$ cat src/rtl/score_if.sv
// Event, control and display signals of the BCD score keeper, grouped so the
// game datapath and the display side can connect through a single port.
interface score_if #(
  parameter int DIGITS = 4
);
  logic                  ev_valid;
  logic [1:0]            ev_code;
  logic                  ev_ready;
  logic                  game_over;
  logic [4*DIGITS-1:0]   score;
  logic [4*DIGITS-1:0]   hiscore;
  logic                  extra_life;
  logic                  overflow;

  // Game logic side: raises events and game over, watches the score.
  modport master (
    output ev_valid, ev_code, game_over,
    input  ev_ready, score, hiscore, extra_life, overflow
  );

  // Score keeper side.
  modport slave (
    input  ev_valid, ev_code, game_over,
    output ev_ready, score, hiscore, extra_life, overflow
  );
endinterface

$ cat src/rtl/score_accumulator.sv
// Packed-BCD score keeper. Scoring events add a two-digit BCD addend to the
// score one digit per cycle, so no binary-to-BCD stage is needed for display.
// Overflow of the top digit either saturates at all-9s or wraps. Game over
// commits the high score and clears the score.
module score_accumulator #(
  parameter int DIGITS      = 4,
  parameter int PTS_DIAMOND = 5,
  parameter int PTS_BAG     = 10,
  parameter int PTS_GOBLIN  = 15,
  parameter int WRAP        = 0,
  parameter int BONUS_DIGIT = 3
) (
  input logic    clk,
  input logic    rst,
  score_if.slave bus
);

  localparam int W     = 4 * DIGITS;
  localparam int IDX_W = $clog2(DIGITS);

  // Two-digit BCD form of a 0..99 point value: {tens, units}.
  function automatic logic [7:0] to_bcd2(input int value);
    return {4'(value / 10), 4'(value % 10)};
  endfunction

  localparam logic [7:0] ADD_DIAMOND = to_bcd2(PTS_DIAMOND);
  localparam logic [7:0] ADD_BAG     = to_bcd2(PTS_BAG);
  localparam logic [7:0] ADD_GOBLIN  = to_bcd2(PTS_GOBLIN);
  localparam logic [W-1:0] ALL_NINES = {DIGITS{4'h9}};

  typedef enum logic [1:0] {
    IDLE,
    ADD,
    COMMIT,
    CLEAR
  } state_t;

  state_t           r_state;
  state_t           w_next_state;
  logic [W-1:0]     r_score;
  logic [W-1:0]     r_hiscore;
  logic [W-1:0]     r_work;
  logic [7:0]       r_addend;
  logic             r_carry;
  logic [IDX_W-1:0] r_idx;
  logic             r_pending;
  logic             r_overflow;
  logic             r_extra_life;

  logic             w_ready;
  logic             w_accept;
  logic             w_go;
  logic [7:0]       w_ev_addend;
  logic [3:0]       w_work_digit;
  logic [3:0]       w_add_digit;
  logic [4:0]       w_sum;
  logic [3:0]       w_new_digit;
  logic             w_last_digit;
  logic [W-1:0]     w_commit_score;
  logic             w_bonus;

  // A game over is in effect if one is waiting or one arrives this cycle.
  assign w_go         = r_pending | bus.game_over;
  assign w_accept     = bus.ev_valid & w_ready & (bus.ev_code != 2'b00);
  assign w_last_digit = (r_idx == IDX_W'(DIGITS - 1));

  // Only the two lowest addend digits can be non-zero.
  assign w_work_digit = r_work[4*r_idx +: 4];
  assign w_add_digit  = (r_idx == IDX_W'(0)) ? r_addend[3:0] :
                        (r_idx == IDX_W'(1)) ? r_addend[7:4] : 4'd0;
  assign w_sum        = {1'b0, w_work_digit} + {1'b0, w_add_digit} + {4'd0, r_carry};
  assign w_new_digit  = (w_sum > 5'd9) ? 4'(w_sum - 5'd10) : w_sum[3:0];

  // A carry out of the top digit saturates unless wrapping is selected.
  assign w_commit_score = (r_carry && (WRAP == 0)) ? ALL_NINES : r_work;
  assign w_bonus = (r_score[W-1:4*BONUS_DIGIT] != w_commit_score[W-1:4*BONUS_DIGIT])
                 | (r_carry && (WRAP != 0));

  // Event code to addend lookup.
  always_comb begin
    // NOTE: every always_comb output gets a default first so no path can infer a latch.
    w_ev_addend = 8'd0;
    case (bus.ev_code)
      2'b01:   w_ev_addend = ADD_DIAMOND;
      2'b10:   w_ev_addend = ADD_BAG;
      2'b11:   w_ev_addend = ADD_GOBLIN;
      default: w_ev_addend = 8'd0;
    endcase
  end

  // State register.
  always_ff @(posedge clk or posedge rst) begin
    // NOTE: sequential state uses non-blocking assignments so every register samples pre-edge values.
    if (rst) r_state <= IDLE;
    else     r_state <= w_next_state;
  end

  // Next-state decode and handshake ready; game over beats a waiting event.
  always_comb begin
    w_next_state = r_state;
    w_ready      = 1'b0;
    case (r_state)
      IDLE: begin
        w_ready = ~w_go;
        if (w_go)          w_next_state = CLEAR;
        else if (w_accept) w_next_state = ADD;
      end
      ADD:    if (w_last_digit) w_next_state = COMMIT;
      COMMIT: w_next_state = w_go ? CLEAR : IDLE;
      CLEAR:  w_next_state = IDLE;
      default: w_next_state = IDLE;
    endcase
  end

  // Datapath: digit-serial BCD add, commit of the result, high-score update.
  always_ff @(posedge clk or posedge rst) begin
    if (rst) begin
      r_score      <= '0;
      r_hiscore    <= '0;
      r_work       <= '0;
      r_addend     <= '0;
      r_carry      <= 1'b0;
      r_idx        <= '0;
      r_pending    <= 1'b0;
      r_overflow   <= 1'b0;
      r_extra_life <= 1'b0;
    end else begin
      r_extra_life <= 1'b0;
      // A game over landing on the CLEAR cycle itself still starts another clear.
      r_pending    <= (r_state == CLEAR) ? bus.game_over : (r_pending | bus.game_over);
      case (r_state)
        IDLE: begin
          if (w_accept) begin
            r_addend <= w_ev_addend;
            r_work   <= r_score;
            r_idx    <= '0;
            r_carry  <= 1'b0;
          end
        end
        ADD: begin
          r_work[4*r_idx +: 4] <= w_new_digit;
          r_carry              <= (w_sum > 5'd9);
          r_idx                <= r_idx + IDX_W'(1);
        end
        COMMIT: begin
          r_score      <= w_commit_score;
          r_extra_life <= w_bonus;
          if (r_carry) r_overflow <= 1'b1;
        end
        CLEAR: begin
          if (r_score > r_hiscore) r_hiscore <= r_score;
          r_score    <= '0;
          r_overflow <= 1'b0;
        end
        default: ;
      endcase
    end
  end

  assign bus.ev_ready   = w_ready;
  assign bus.score      = r_score;
  assign bus.hiscore    = r_hiscore;
  assign bus.extra_life = r_extra_life;
  assign bus.overflow   = r_overflow;

endmodule

$ cat src/flat_wrapper.sv
// flat-port wrapper written by rule: the top's interface ports become plain ports
module score_accumulator_flat 
#(
  parameter int DIGITS      = 4,
  parameter int PTS_DIAMOND = 5,
  parameter int PTS_BAG     = 10,
  parameter int PTS_GOBLIN  = 15,
  parameter int WRAP        = 0,
  parameter int BONUS_DIGIT = 3
)
  (clk, rst, bus_ev_valid, bus_ev_code, bus_game_over, bus_ev_ready, bus_score, bus_hiscore, bus_extra_life, bus_overflow);
  score_if #(.DIGITS(DIGITS)) bus_i ();
  input logic clk;
  input logic rst;
  input wire logic [$bits(bus_i.ev_valid)-1:0] bus_ev_valid;
  input wire logic [$bits(bus_i.ev_code)-1:0] bus_ev_code;
  input wire logic [$bits(bus_i.game_over)-1:0] bus_game_over;
  output wire logic [$bits(bus_i.ev_ready)-1:0] bus_ev_ready;
  output wire logic [$bits(bus_i.score)-1:0] bus_score;
  output wire logic [$bits(bus_i.hiscore)-1:0] bus_hiscore;
  output wire logic [$bits(bus_i.extra_life)-1:0] bus_extra_life;
  output wire logic [$bits(bus_i.overflow)-1:0] bus_overflow;
  assign bus_i.ev_valid = bus_ev_valid;
  assign bus_i.ev_code = bus_ev_code;
  assign bus_i.game_over = bus_game_over;
  assign bus_ev_ready = bus_i.ev_ready;
  assign bus_score = bus_i.score;
  assign bus_hiscore = bus_i.hiscore;
  assign bus_extra_life = bus_i.extra_life;
  assign bus_overflow = bus_i.overflow;
  score_accumulator #(.DIGITS(DIGITS), .PTS_DIAMOND(PTS_DIAMOND), .PTS_BAG(PTS_BAG), .PTS_GOBLIN(PTS_GOBLIN), .WRAP(WRAP), .BONUS_DIGIT(BONUS_DIGIT)) u_core (.clk(clk), .rst(rst), .bus(bus_i));
endmodule
$ cat config.mk
export PLATFORM = sky130hd
export DESIGN_NAME = score_accumulator_flat
export DESIGN_NICKNAME = d
export VERILOG_FILES = /design/src/rtl/score_if.sv /design/src/rtl/score_accumulator.sv /design/src/flat_wrapper.sv
export SDC_FILE = /design/constraint.sdc
export NUM_CORES = 1
export LEC_CHECK = 0
export CORE_UTILIZATION = 45
export DETAILED_ROUTE_END_ITERATION = 10
export PLACE_DENSITY_LB_ADDON = 0.3
export SLEW_MARGIN = 20
export SYNTH_ARGS = -nofsm -noshare
export SYNTH_HDL_FRONTEND = slang
export SYNTH_SLANG_ARGS = --single-unit
$ cat constraint.sdc
create_clock -name clk -period 4.65 [get_ports clk]
set_input_delay 0.93 -clock clk [delete_from_list [all_inputs] [get_ports clk]]
set_output_delay 0.93 -clock clk [all_outputs]
set_load 0.005 [all_outputs]
==> metrics.md <==
| Metric | Value |
|---|---|
| TritonCTS Sinks | `58` |
| IO buf count | `40` |
| Top-count cell post-synth | `dfrtp_1` |
| Number of global-route vias before repair | `2909` |
| Ant diodes | `0` |
| GPL Wtd Cong | `0.886` |
| Chip width | `92.2 um` |
| Reg2Reg Setup Slack | `0.73 ns` |
| Worst Slack Setup Final | `0.735 ns` |
| GRT overflow | `0` |
| Post-CTS setup buffer count | `0` |
| Critical path endpoint category | `register` |
| Avg Cell Area, Syn | `9.33 um2` |
| Nets | `460` |
| Max Fclk | `255 MHz` |
| Synth-to-Final Area Change | `20.5%` |
| FF+latch count, synth | `58` |
| Slew @ Worst Pin | `0.974 ns` |
| CTS H-tree depth | `3` |
| Max cap viols | `0` |
| Root buf cell | `clkbuf_8` |
| Critical Path Sink | `u_core.r_work[14]$_DFFE_PP0P_` |
| Crit path max-delay cell type | `dfrtp_1` |
| Area leader, netlist | `dfrtp_1` |
| Reg2Reg Depth | `16` |
| First-pass GRT wire length | `15.0 mm` |
| # rows | `32` |
| DP HPWL | `6.44 mm` |
| Synthesized cell area | `3660 um2` |
| Die area | `8490 um2` |
| Worst-Skew Late Latency | `0.35 ns` |
| Worst vdd ir | `0.265 mV` |
| Vias after detailed routing | `3195` |
| Setup crit start kind | `register` |
| EDFF count, synth | `0` |
| Hold Fails Final Rpt | `0` |
| Fin crit share | `0.842` |
| Worst-path clk slew | `0.07 ns` |
| Fin. max-slew vios | `0` |
| Initial antenna violation count | `0` |
| Slew HR | `0.348` |
| Dpl ws | `0.795 ns` |
| Critical path class | `reg -> reg` |
| Final setup viols | `0` |
| Worst path cell trace | `inv_1 -> ha_1 -> inv_1 -> a31oi_1 -> fa_1 -> inv_1 -> ha_1 -> xor2_1 -> inv_1 -> ha_1 -> nand2_1 -> o31ai_1 -> a41o_1 -> a2bb2oi_2 -> mux2_4 -> o221ai_2` |
| Tmin final | `3.92 ns` |
| Slowest Stage Delay on Critical Path | `0.61 ns` |
| CTS tree | `yes` |
| Drt first pass iters | `5` |
| Primary FF master, synth | `dfrtp_1` |
| Number of DRC markers in iteration 0 | `241` |
| Synth cell count leaders | `58 x dfrtp_1, 38 x nand2_1, 37 x inv_1, 26 x a21oi_1, 25 x ha_1` |
| Static Leak | `1.91 nW` |
| Worst min path class | `reg -> reg` |
| Total GRT Usage | `0.229` |
| Setup TNS | `0 ns` |
| Share of cells above drive strength 1 | `0.0993` |
| Clock buffer count from CTS | `9` |
| Yosys Warn Count | `0` |
| Synth Instances | `392` |
| Max Clock Skew | `0.0152 ns` |
| Largest cells by area after synthesis | `dfrtp_1 40%, ha_1 8.5%, a311o_1 4.1%` |
| Vias per cell | `5.97` |
| Syn Nets | `424` |
| Power density over cell area | `576 nW/um2` |
| RSZ-0062 raised after global routing | `false` |
| Launching point of the worst reg2reg path | `u_core.r_idx[0]$_DFFE_PP0P_` |
| Worst EP required | `4.91 ns` |
| Height of the die | `92.2 um` |
| Outcome | `finished clean` |
| Hold-fix buffers, CTS | `0` |
| Placeable Area | `7810 um2` |
| CP arrival | `4.18 ns` |
| Largest net degree at the start of global routing | `32` |
| Post-route DRC | `0` |
| Post-cts sizing count | `0` |
| IO Count | `41` |
| Reg2reg end | `u_core.r_work[14]$_DFFE_PP0P_` |
| Async SR Flop Fraction | `1.00` |
| Total routed wirelength | `9.14 mm` |
| Hold depth | `2` |
| Final antenna-violating net count | `0` |
| Max Buffers Root-to-Sink | `2` |
| Post-synth cell types | `56` |
| Drt wl/cell | `17.1 um` |
| Initial core utilization | `0.469` |
| Register area share after synthesis | `0.397` |
| Beginning of the critical path | `u_core.r_idx[0]$_DFFE_PP0P_` |
| CP Max Fanout | `12` |
| Most used cell, CP | `inv_1` |
| Share of the synthesized area in the top cell type | `0.397` |
placed cells by master, fill, tap and decap left out, types with 18 or more instances in the layout:
master	Yosys	routed
inv_1	37	36
clkdlybuf4s50_1	0	40
nand3_1	18	18
nor2_1	22	22
nand2_1	38	38
a21oi_1	26	26
o22ai_1	22	22
ha_1	25	25
dfrtp_1	58	58
registers in the layout (all words and copies together) (netlist names):
name / cells
u_core.r_idx: 2
u_core.r_pending: 1
u_core.bus.extra_life: 1
u_core.bus.score: 16
u_core.bus.hiscore: 16
u_core.r_carry: 1
u_core.r_addend: 2
u_core.bus.overflow: 1
u_core.r_state: 2
u_core.r_work: 16
cell type report:
cell class / instances / area [um2]
Sequential cell: 58 / 1450
Clock inverter: 7 / 125
Tap cell: 102 / 128
Timing Repair Buffer: 47 / 453
Clock buffer: 9 / 124
Inverter: 37 / 139
Fill cell: 711 / 3400
Multi-Input combinational cell: 275 / 1990
through the flow:
step / power, mW / hold WS (ns) / cells / instance area [um2] / util
6_report: 2.54 / 0.474 / 535 / 4410 / 0.564
5_1_grt: 2.71 / 0.522 / 535 / 4410 / 0.564
4_1_cts: 2.54 / 0.483 / 535 / 4410 / 0.564
3_5_place_dp: 1.94 / 0.467 / 519 / 4160 / 0.533
3_3_place_gp: 1.91 / 0.468 / 519 / 4150 / 0.532
2_1_floorplan: 1.59 / 0.437 / 392 / 3660 / -
routing by layer:
layer  GRT usage  share of wire
met5           0              0
met4      0.0859          0.016
met3      0.0415          0.063
met2       0.350           0.46
met1       0.324           0.46
power breakdown:
part	internal (mW)	switching, mW	total (mW)
clock	0.360	0.231	0.591
sequential	0.639	0.190	0.829
combinational	0.503	0.615	1.12
total	1.50	1.04	2.54
worst min path at each step:
stage | startpoint | endpoint
final | u_core.r_addend[2]$_DFFE_PP0P_ | u_core.r_addend[2]$_DFFE_PP0P_
after global routing | u_core.r_addend[2]$_DFFE_PP0P_ | u_core.r_addend[2]$_DFFE_PP0P_
after CTS | u_core.r_addend[2]$_DFFE_PP0P_ | u_core.r_addend[2]$_DFFE_PP0P_
after detailed placement | u_core.r_addend[2]$_DFFE_PP0P_ | u_core.r_addend[2]$_DFFE_PP0P_
after global placement | u_core.r_addend[2]$_DFFE_PP0P_ | u_core.r_addend[2]$_DFFE_PP0P_
after floorplan | u_core.r_addend[2]$_DFFE_PP0P_ | u_core.r_addend[2]$_DFFE_PP0P_
worst max-delay path, delay by kind of cell (launching register included):
family / cells / cell delay (ns)
adders and majority gates: 4 / 1.17
AOI/OAI and AO/OA: 5 / 0.83
DFF: 1 / 0.61
buffers and inverters: 4 / 0.54
muxes: 1 / 0.37
xor gates and xnor gates: 1 / 0.24
and+or+nand+nor: 1 / 0.06
cells by family (layout without fill, tap and decap cells):
group | Yosys count | in the layout | synth area share
xor gates and xnor gates | 4 | 4 | 0.00958
AOI/OAI and AO/OA | 119 | 119 | 0.237
DFF | 58 | 58 | 0.397
muxes | 15 | 15 | 0.0609
adders and majority gates | 26 | 26 | 0.0910
and+or+nand+nor | 111 | 111 | 0.141
buffers and inverters | 59 | 100 | 0.0633
Note: power is estimated with default switching activity, not from simulation.
